`config.mk`:
```
export PLATFORM = sky130hd
export DESIGN_NAME = alu_arbiter_flat
export DESIGN_NICKNAME = d
export VERILOG_FILES = /design/src/rtl/alu_pkg.sv /design/src/rtl/alu_arbiter_if.sv /design/src/rtl/alu_arbiter_alu.sv /design/src/rtl/alu_arbiter.sv /design/src/flat_wrapper.sv
export SDC_FILE = /design/constraint.sdc
export NUM_CORES = 1
export LEC_CHECK = 0
export ABC_AREA = 0
export CORE_ASPECT_RATIO = 0.9
export CORE_MARGIN = 10
export CORE_UTILIZATION = 54
export DETAILED_ROUTE_END_ITERATION = 8
export DONT_BUFFER_PORTS = 1
export PLACE_DENSITY = 0.66
export SYNTH_ARGS = -nofsm -noshare
export SYNTH_HDL_FRONTEND = slang
export SYNTH_SLANG_ARGS = --single-unit
```
`constraint.sdc`:
```
create_clock -name clk -period 6.9 [get_ports clk]
set_input_delay 1.38 -clock clk [delete_from_list [all_inputs] [get_ports clk]]
set_output_delay 1.38 -clock clk [all_outputs]
set_load 0.02 [all_outputs]
```
`src/rtl/alu_pkg.sv`:
```
// Shared definitions for the two-port ALU arbiter: function codes, op width and FSM states.
package alu_pkg;

   localparam int unsigned ALU_OP_W = 4;

   localparam logic [ALU_OP_W-1:0] ALU_AND  = ALU_OP_W'(0);
   localparam logic [ALU_OP_W-1:0] ALU_OR   = ALU_OP_W'(1);
   localparam logic [ALU_OP_W-1:0] ALU_ADD  = ALU_OP_W'(2);
   localparam logic [ALU_OP_W-1:0] ALU_XOR  = ALU_OP_W'(3);
   localparam logic [ALU_OP_W-1:0] ALU_ANDN = ALU_OP_W'(4);
   localparam logic [ALU_OP_W-1:0] ALU_ORN  = ALU_OP_W'(5);
   localparam logic [ALU_OP_W-1:0] ALU_SUB  = ALU_OP_W'(6);
   localparam logic [ALU_OP_W-1:0] ALU_SLT  = ALU_OP_W'(7);

   typedef enum logic {
      ST_EMPTY = 1'b0,
      ST_FULL  = 1'b1
   } state_t;

endpackage

```
`src/rtl/alu_arbiter_if.sv`:
```
// Request/response bundle between two requesters, the arbiter and the response consumer.
interface alu_arbiter_if
   import alu_pkg::*;
#(
   parameter int unsigned WIDTH = 32
);
   logic                req0_valid;
   logic                req0_ready;
   logic [ALU_OP_W-1:0] req0_op;
   logic [WIDTH-1:0]    req0_a;
   logic [WIDTH-1:0]    req0_b;

   logic                req1_valid;
   logic                req1_ready;
   logic [ALU_OP_W-1:0] req1_op;
   logic [WIDTH-1:0]    req1_a;
   logic [WIDTH-1:0]    req1_b;

   logic                rsp_valid;
   logic                rsp_ready;
   logic                rsp_id;
   logic [WIDTH-1:0]    rsp_y;
   logic                rsp_zero;

   // Requesters plus response consumer
   modport master (
      output req0_valid, req0_op, req0_a, req0_b,
      input  req0_ready,
      output req1_valid, req1_op, req1_a, req1_b,
      input  req1_ready,
      input  rsp_valid, rsp_id, rsp_y, rsp_zero,
      output rsp_ready
   );

   // Arbiter side
   modport slave (
      input  req0_valid, req0_op, req0_a, req0_b,
      output req0_ready,
      input  req1_valid, req1_op, req1_a, req1_b,
      output req1_ready,
      output rsp_valid, rsp_id, rsp_y, rsp_zero,
      input  rsp_ready
   );

endinterface

```
`src/rtl/alu_arbiter_alu.sv`:
```
// Combinational ALU: logic, add/sub with wrap, signed set-less-than; unknown codes yield 0.
module alu_arbiter_alu
   import alu_pkg::*;
#(
   parameter int unsigned WIDTH = 32
) (
   input  logic [ALU_OP_W-1:0] op,
   input  logic [WIDTH-1:0]    a,
   input  logic [WIDTH-1:0]    b,
   output logic [WIDTH-1:0]    y_c,
   output logic                zero_c
);

   always_comb begin
      y_c = '0;
      case (op)
         ALU_AND:  y_c = a & b;
         ALU_OR:   y_c = a | b;
         ALU_ADD:  y_c = a + b;
         ALU_XOR:  y_c = a ^ b;
         ALU_ANDN: y_c = a & ~b;
         ALU_ORN:  y_c = a | ~b;
         ALU_SUB:  y_c = a - b;
         ALU_SLT:  y_c = WIDTH'($signed(a) < $signed(b));
         default:  y_c = '0;
      endcase
      zero_c = (y_c == '0);
   end

endmodule

```
`src/rtl/alu_arbiter.sv`:
```
// Round-robin sharing of one ALU between two requesters, with a one-entry registered
// response slot, backpressure and a handed-off-response counter.
module alu_arbiter
   import alu_pkg::*;
#(
   parameter int unsigned WIDTH = 32,
   parameter int unsigned CNT_W = 16
) (
   input  logic             clk,
   input  logic             reset,
   alu_arbiter_if.slave     bus,
   output logic             busy,
   output logic [CNT_W-1:0] ops_done
);

   state_t              state_q;
   state_t              state_d;
   logic                last_grant_q;
   logic                free_c;
   logic                grant_vld_c;
   logic                grant_id_c;

   logic [ALU_OP_W-1:0] alu_op_c;
   logic [WIDTH-1:0]    alu_a_c;
   logic [WIDTH-1:0]    alu_b_c;
   logic [WIDTH-1:0]    alu_y_c;
   logic                alu_zero_c;

   logic [WIDTH-1:0]    rsp_y_q;
   logic                rsp_zero_q;
   logic                rsp_id_q;
   logic [CNT_W-1:0]    ops_q;

   // Arbitration and next state; the slot is free when empty or being drained this cycle
   always_comb begin
      state_d     = state_q;
      free_c      = (state_q == ST_EMPTY) || bus.rsp_ready;
      grant_vld_c = 1'b0;
      grant_id_c  = 1'b0;

      if (free_c) begin
         if (bus.req0_valid && bus.req1_valid) begin
            grant_vld_c = 1'b1;
            grant_id_c  = ~last_grant_q;
         end else if (bus.req0_valid) begin
            grant_vld_c = 1'b1;
            grant_id_c  = 1'b0;
         end else if (bus.req1_valid) begin
            grant_vld_c = 1'b1;
            grant_id_c  = 1'b1;
         end
      end

      case (state_q)
         ST_EMPTY: if (grant_vld_c) state_d = ST_FULL;
         ST_FULL:  if (bus.rsp_ready && !grant_vld_c) state_d = ST_EMPTY;
         default:  state_d = ST_EMPTY;
      endcase
   end

   assign alu_op_c = grant_id_c ? bus.req1_op : bus.req0_op;
   assign alu_a_c  = grant_id_c ? bus.req1_a  : bus.req0_a;
   assign alu_b_c  = grant_id_c ? bus.req1_b  : bus.req0_b;

   alu_arbiter_alu #(
      .WIDTH (WIDTH)
   ) u_alu (
      .op     (alu_op_c),
      .a      (alu_a_c),
      .b      (alu_b_c),
      .y_c    (alu_y_c),
      .zero_c (alu_zero_c)
   );

   always_ff @(posedge clk) begin
      if (reset) begin
         state_q      <= ST_EMPTY;
         last_grant_q <= 1'b1;
         rsp_y_q      <= '0;
         rsp_zero_q   <= 1'b0;
         rsp_id_q     <= 1'b0;
         ops_q        <= '0;
      end else begin
         state_q <= state_d;
         if (grant_vld_c) begin
            rsp_y_q      <= alu_y_c;
            rsp_zero_q   <= alu_zero_c;
            rsp_id_q     <= grant_id_c;
            last_grant_q <= grant_id_c;
         end
         if ((state_q == ST_FULL) && bus.rsp_ready) begin
            ops_q <= ops_q + CNT_W'(1);
         end
      end
   end

   assign bus.req0_ready = grant_vld_c && !grant_id_c;
   assign bus.req1_ready = grant_vld_c && grant_id_c;
   assign bus.rsp_valid  = (state_q == ST_FULL);
   assign bus.rsp_id     = rsp_id_q;
   assign bus.rsp_y      = rsp_y_q;
   assign bus.rsp_zero   = rsp_zero_q;
   assign busy           = (state_q == ST_FULL);
   assign ops_done       = ops_q;

endmodule

```
`src/flat_wrapper.sv`:
```
// flat-port wrapper written by rule: the top's interface ports become plain ports
module alu_arbiter_flat import alu_pkg::*;
#(
   parameter int unsigned WIDTH = 32,
   parameter int unsigned CNT_W = 16
)
  (clk, reset, busy, ops_done, bus_req0_valid, bus_req0_op, bus_req0_a, bus_req0_b, bus_req0_ready, bus_req1_valid, bus_req1_op, bus_req1_a, bus_req1_b, bus_req1_ready, bus_rsp_valid, bus_rsp_id, bus_rsp_y, bus_rsp_zero, bus_rsp_ready);
  alu_arbiter_if #(.WIDTH(WIDTH)) bus_i ();
  input  logic clk;
  input  logic reset;
  output logic busy;
  output logic [CNT_W-1:0] ops_done;
  input wire logic [$bits(bus_i.req0_valid)-1:0] bus_req0_valid;
  input wire logic [$bits(bus_i.req0_op)-1:0] bus_req0_op;
  input wire logic [$bits(bus_i.req0_a)-1:0] bus_req0_a;
  input wire logic [$bits(bus_i.req0_b)-1:0] bus_req0_b;
  output wire logic [$bits(bus_i.req0_ready)-1:0] bus_req0_ready;
  input wire logic [$bits(bus_i.req1_valid)-1:0] bus_req1_valid;
  input wire logic [$bits(bus_i.req1_op)-1:0] bus_req1_op;
  input wire logic [$bits(bus_i.req1_a)-1:0] bus_req1_a;
  input wire logic [$bits(bus_i.req1_b)-1:0] bus_req1_b;
  output wire logic [$bits(bus_i.req1_ready)-1:0] bus_req1_ready;
  output wire logic [$bits(bus_i.rsp_valid)-1:0] bus_rsp_valid;
  output wire logic [$bits(bus_i.rsp_id)-1:0] bus_rsp_id;
  output wire logic [$bits(bus_i.rsp_y)-1:0] bus_rsp_y;
  output wire logic [$bits(bus_i.rsp_zero)-1:0] bus_rsp_zero;
  input wire logic [$bits(bus_i.rsp_ready)-1:0] bus_rsp_ready;
  assign bus_i.req0_valid = bus_req0_valid;
  assign bus_i.req0_op = bus_req0_op;
  assign bus_i.req0_a = bus_req0_a;
  assign bus_i.req0_b = bus_req0_b;
  assign bus_req0_ready = bus_i.req0_ready;
  assign bus_i.req1_valid = bus_req1_valid;
  assign bus_i.req1_op = bus_req1_op;
  assign bus_i.req1_a = bus_req1_a;
  assign bus_i.req1_b = bus_req1_b;
  assign bus_req1_ready = bus_i.req1_ready;
  assign bus_rsp_valid = bus_i.rsp_valid;
  assign bus_rsp_id = bus_i.rsp_id;
  assign bus_rsp_y = bus_i.rsp_y;
  assign bus_rsp_zero = bus_i.rsp_zero;
  assign bus_i.rsp_ready = bus_rsp_ready;
  alu_arbiter #(.WIDTH(WIDTH), .CNT_W(CNT_W)) u_core (.clk(clk), .reset(reset), .bus(bus_i), .busy(busy), .ops_done(ops_done));
endmodule
```
==> qor.yml <==
syn_area_um2: 9904
relSlewSlack_pct: 17.38
die_h_um: 148.5
syn_inst: 1461
yosysTopAreaCellShare_pct: 10.51
crit_path_max_fanout: 57
clk_pin_slew_ps: 90
num-fill-cells: 1819
period_needed_ps: 6101
cts_max_level: 2
power_uw: 1782
stdcell_area_um2: 10100
multi_input_area_um2: 8135
p_leak_uw: 0.004152
layout.area.seq_um2: 1041
ys_ff_latch: 52
ys_types: 104
tightest_slew_ps: 1205
cts.path.max_buffers: 2
synth_top_area_cell: "dfxtp_1"
grt_max_degree: 92
cap_violations: 0
synthTopCellsByArea: "dfxtp_1 (11%), ha_1 (8.1%), nand2_1 (8.1%)"
postLayoutCoreUtil_pct: 56.60
worstSkewPairLatency_ps: 310
syn-mean-instance-area_um2: 6.779
start_util_pct: 55.51
vias_per_cell: 7.290
setup_violations: 0
reg2reg_depth: 19
worst_clock_skew_ps: 17.20
vias: 11890
cp.arrival_ps: 6370
antennaDiodeCount: 0
yosysSeqAreaShare_pct: 10.51
end_kind: "register"
reg2reg_to: "u_core.bus.rsp_zero"
portBuffers: 0
die_w_um: 162.8
io_pins: 195
totalWireLength_mm: 44.90
hold_ws_ps: 558.4
grt_pass1_wl_mm: 67.09
yosys.cell_count.top_type: "nand2_1"
p_per_area_nw_per_um2: 176.5
cts_root_buf: "clkbuf_16"
drt-initial-drc-count: 1746
wl_per_cell_um: 27.53
post_cts_resized: 0
area_delta_synth_final_pct: 1.958
antenna_found_initial: 2
final_max_slew_viol_count: 0
cts_tree: "done"
drc: 0
std_cell_rows: 46
routabilityCongestion: 1.084
min_from: "u_core.bus.rsp_y[27]"
path_class: "input port to register"
ys_top_cells_by_count: "nand2_1 (213), nor2_1 (120), a21oi_1 (115)"
worstPathRequired_ps: 7160
cts_buffers: 5
hold_path_depth: 2
finalHoldViolCount: 0
synth_warnings: 0
vdd_drop_max_v: 0.0001123
overflow: 0
hpwl_mm: 35.24
fmax_ghz: 0.1639
grt_pass1_vias: 10760
post_dp_cell_area_um2: 9947
postSynth.asyncResetShare_pct: 0
clock-sinks: 52
ant_nets: 0
regToRegSetupSlack_ps: 1320
finalNetCount: 1596
post_cts_buffers: 0
die_area_um2: 24170
timing.rr.start: "u_core.bus.rsp_valid"
timing.final.crit_share_pct: 88.43
drive_gt1_share_pct: 6.254
synth_edf_count: 0
hold_buffers: 0
status: "complete, no violations"
hp-class: "register to register"
cp-start-kind: "input port"
synth-main-ff-cell: "dfxtp_1"
core_um2: 17840
dr.pass1.iters: 8
syn-num-nets: 1667
fin_setup_tns_ps: 0
rsz0062_at_grt: "no"
hold_end: "u_core.bus.rsp_y[27]"
track_usage_pct: 35.00
-- kinds of logic (layout without fill, tap and decap cells) --
logic type,after synthesis,in the layout,share of synthesized area [%]
simple gates,565,565,26.91
compound gates,458,458,32.73
buf+inv,175,105,7.718
xor+xnor,97,97,8.653
fa+ha+maj,76,76,9.399
flops,52,52,10.51
mux,38,38,4.080
-- stage by stage --
stage | worst slack [ps] | std cells
global route | 643.9 | 1631
finish | 798.7 | 1631
CTS | 1040 | 1631
floorplan | 1178 | 1461
global placement | 732.7 | 1623
detailed placement | 733.2 | 1623
-- worst max-delay path, cell delays in order --
cell and delay [ps]:
a21boi_2 200, nand2_4 90, inv_4 370, buf_12 330, mux2_2 420, ha_1 240, inv_1 90, fa_1 210
nor2_1 80, o311ai_0 670, a211oi_1 250, nor2_1 220, o21bai_1 150, a21boi_0 400, or2_2 190, o221ai_1 120
nor4_1 450, and4_1 310, a31o_1 150
-- report_power, final --
group / internal (uW) / switching (uW)
combinational: 385 / 756
clock: 137 / 130
sequential: 324 / 49.2
total: 847 / 935
-- per-layer routing --
metal | vias up | track usage (%) | wire length (um)
met2 | 1016 | 51.65 | 18310
met3 | 150 | 10.76 | 6938
met1 | 5496 | 47.32 | 17750
met5 | - | 0 | 30
li1 | 5224 | - | -
met4 | 4 | 10.99 | 1872
-- sequential cells by signal, indices dropped and copies added, names as in the netlist --
signal                flops
u_core.last_grant_q       1
u_core.bus.rsp_id         1
u_core.bus.rsp_y         32
u_core.bus.rsp_zero       1
u_core.bus.rsp_valid      1
u_core.ops_done          16
-- cells in the final DEF (no fill, tap or decap), types with 18 or more instances in the layout --
cell type    n
buf_4       19
and3_1      18
mux2i_1     28
ha_1        64
nor2_1     119
o21ai_0     59
nor4_1      24
xor2_1      41
a21o_1      20
a21oi_1    115
nand4_1     22
nor2b_1     20
nand3_1     58
dfxtp_1     52
nand2_1    212
a211oi_1    28
a31oi_1     26
nor3_1      25
inv_1       73
xnor2_1     55
o31ai_1     18
-- final cells by class --
type / count / share of cell area [%]
multi-input cells: 1234 / 80.56
flip-flops and latches: 52 / 10.31
well taps: 240 / 2.974
inverters: 76 / 2.850
repair buffers: 21 / 1.809
clock buffers: 5 / 1.239
clock inverters: 3 / 0.2602
-- how the worst max path moves through the flow --
| stage | from | endpoint | slack (ps) | depth (start not counted) |
|---|---|---|---|---|
| 2_1_floorplan | bus_req1_valid | u_core.bus.rsp_zero | 1180 | 22 |
| 3_3_place_gp | bus_req1_valid | u_core.bus.rsp_zero | 730 | 19 |
| 3_5_place_dp | bus_req1_valid | u_core.bus.rsp_zero | 730 | 19 |
| 4_1_cts | bus_req1_valid | u_core.bus.rsp_zero | 1040 | 19 |
| 5_1_grt | bus_req1_valid | u_core.bus.rsp_zero | 640 | 19 |
| 6_report | bus_req1_valid | u_core.bus.rsp_zero | 800 | 19 |
Power figures use the tool's default switching activity.
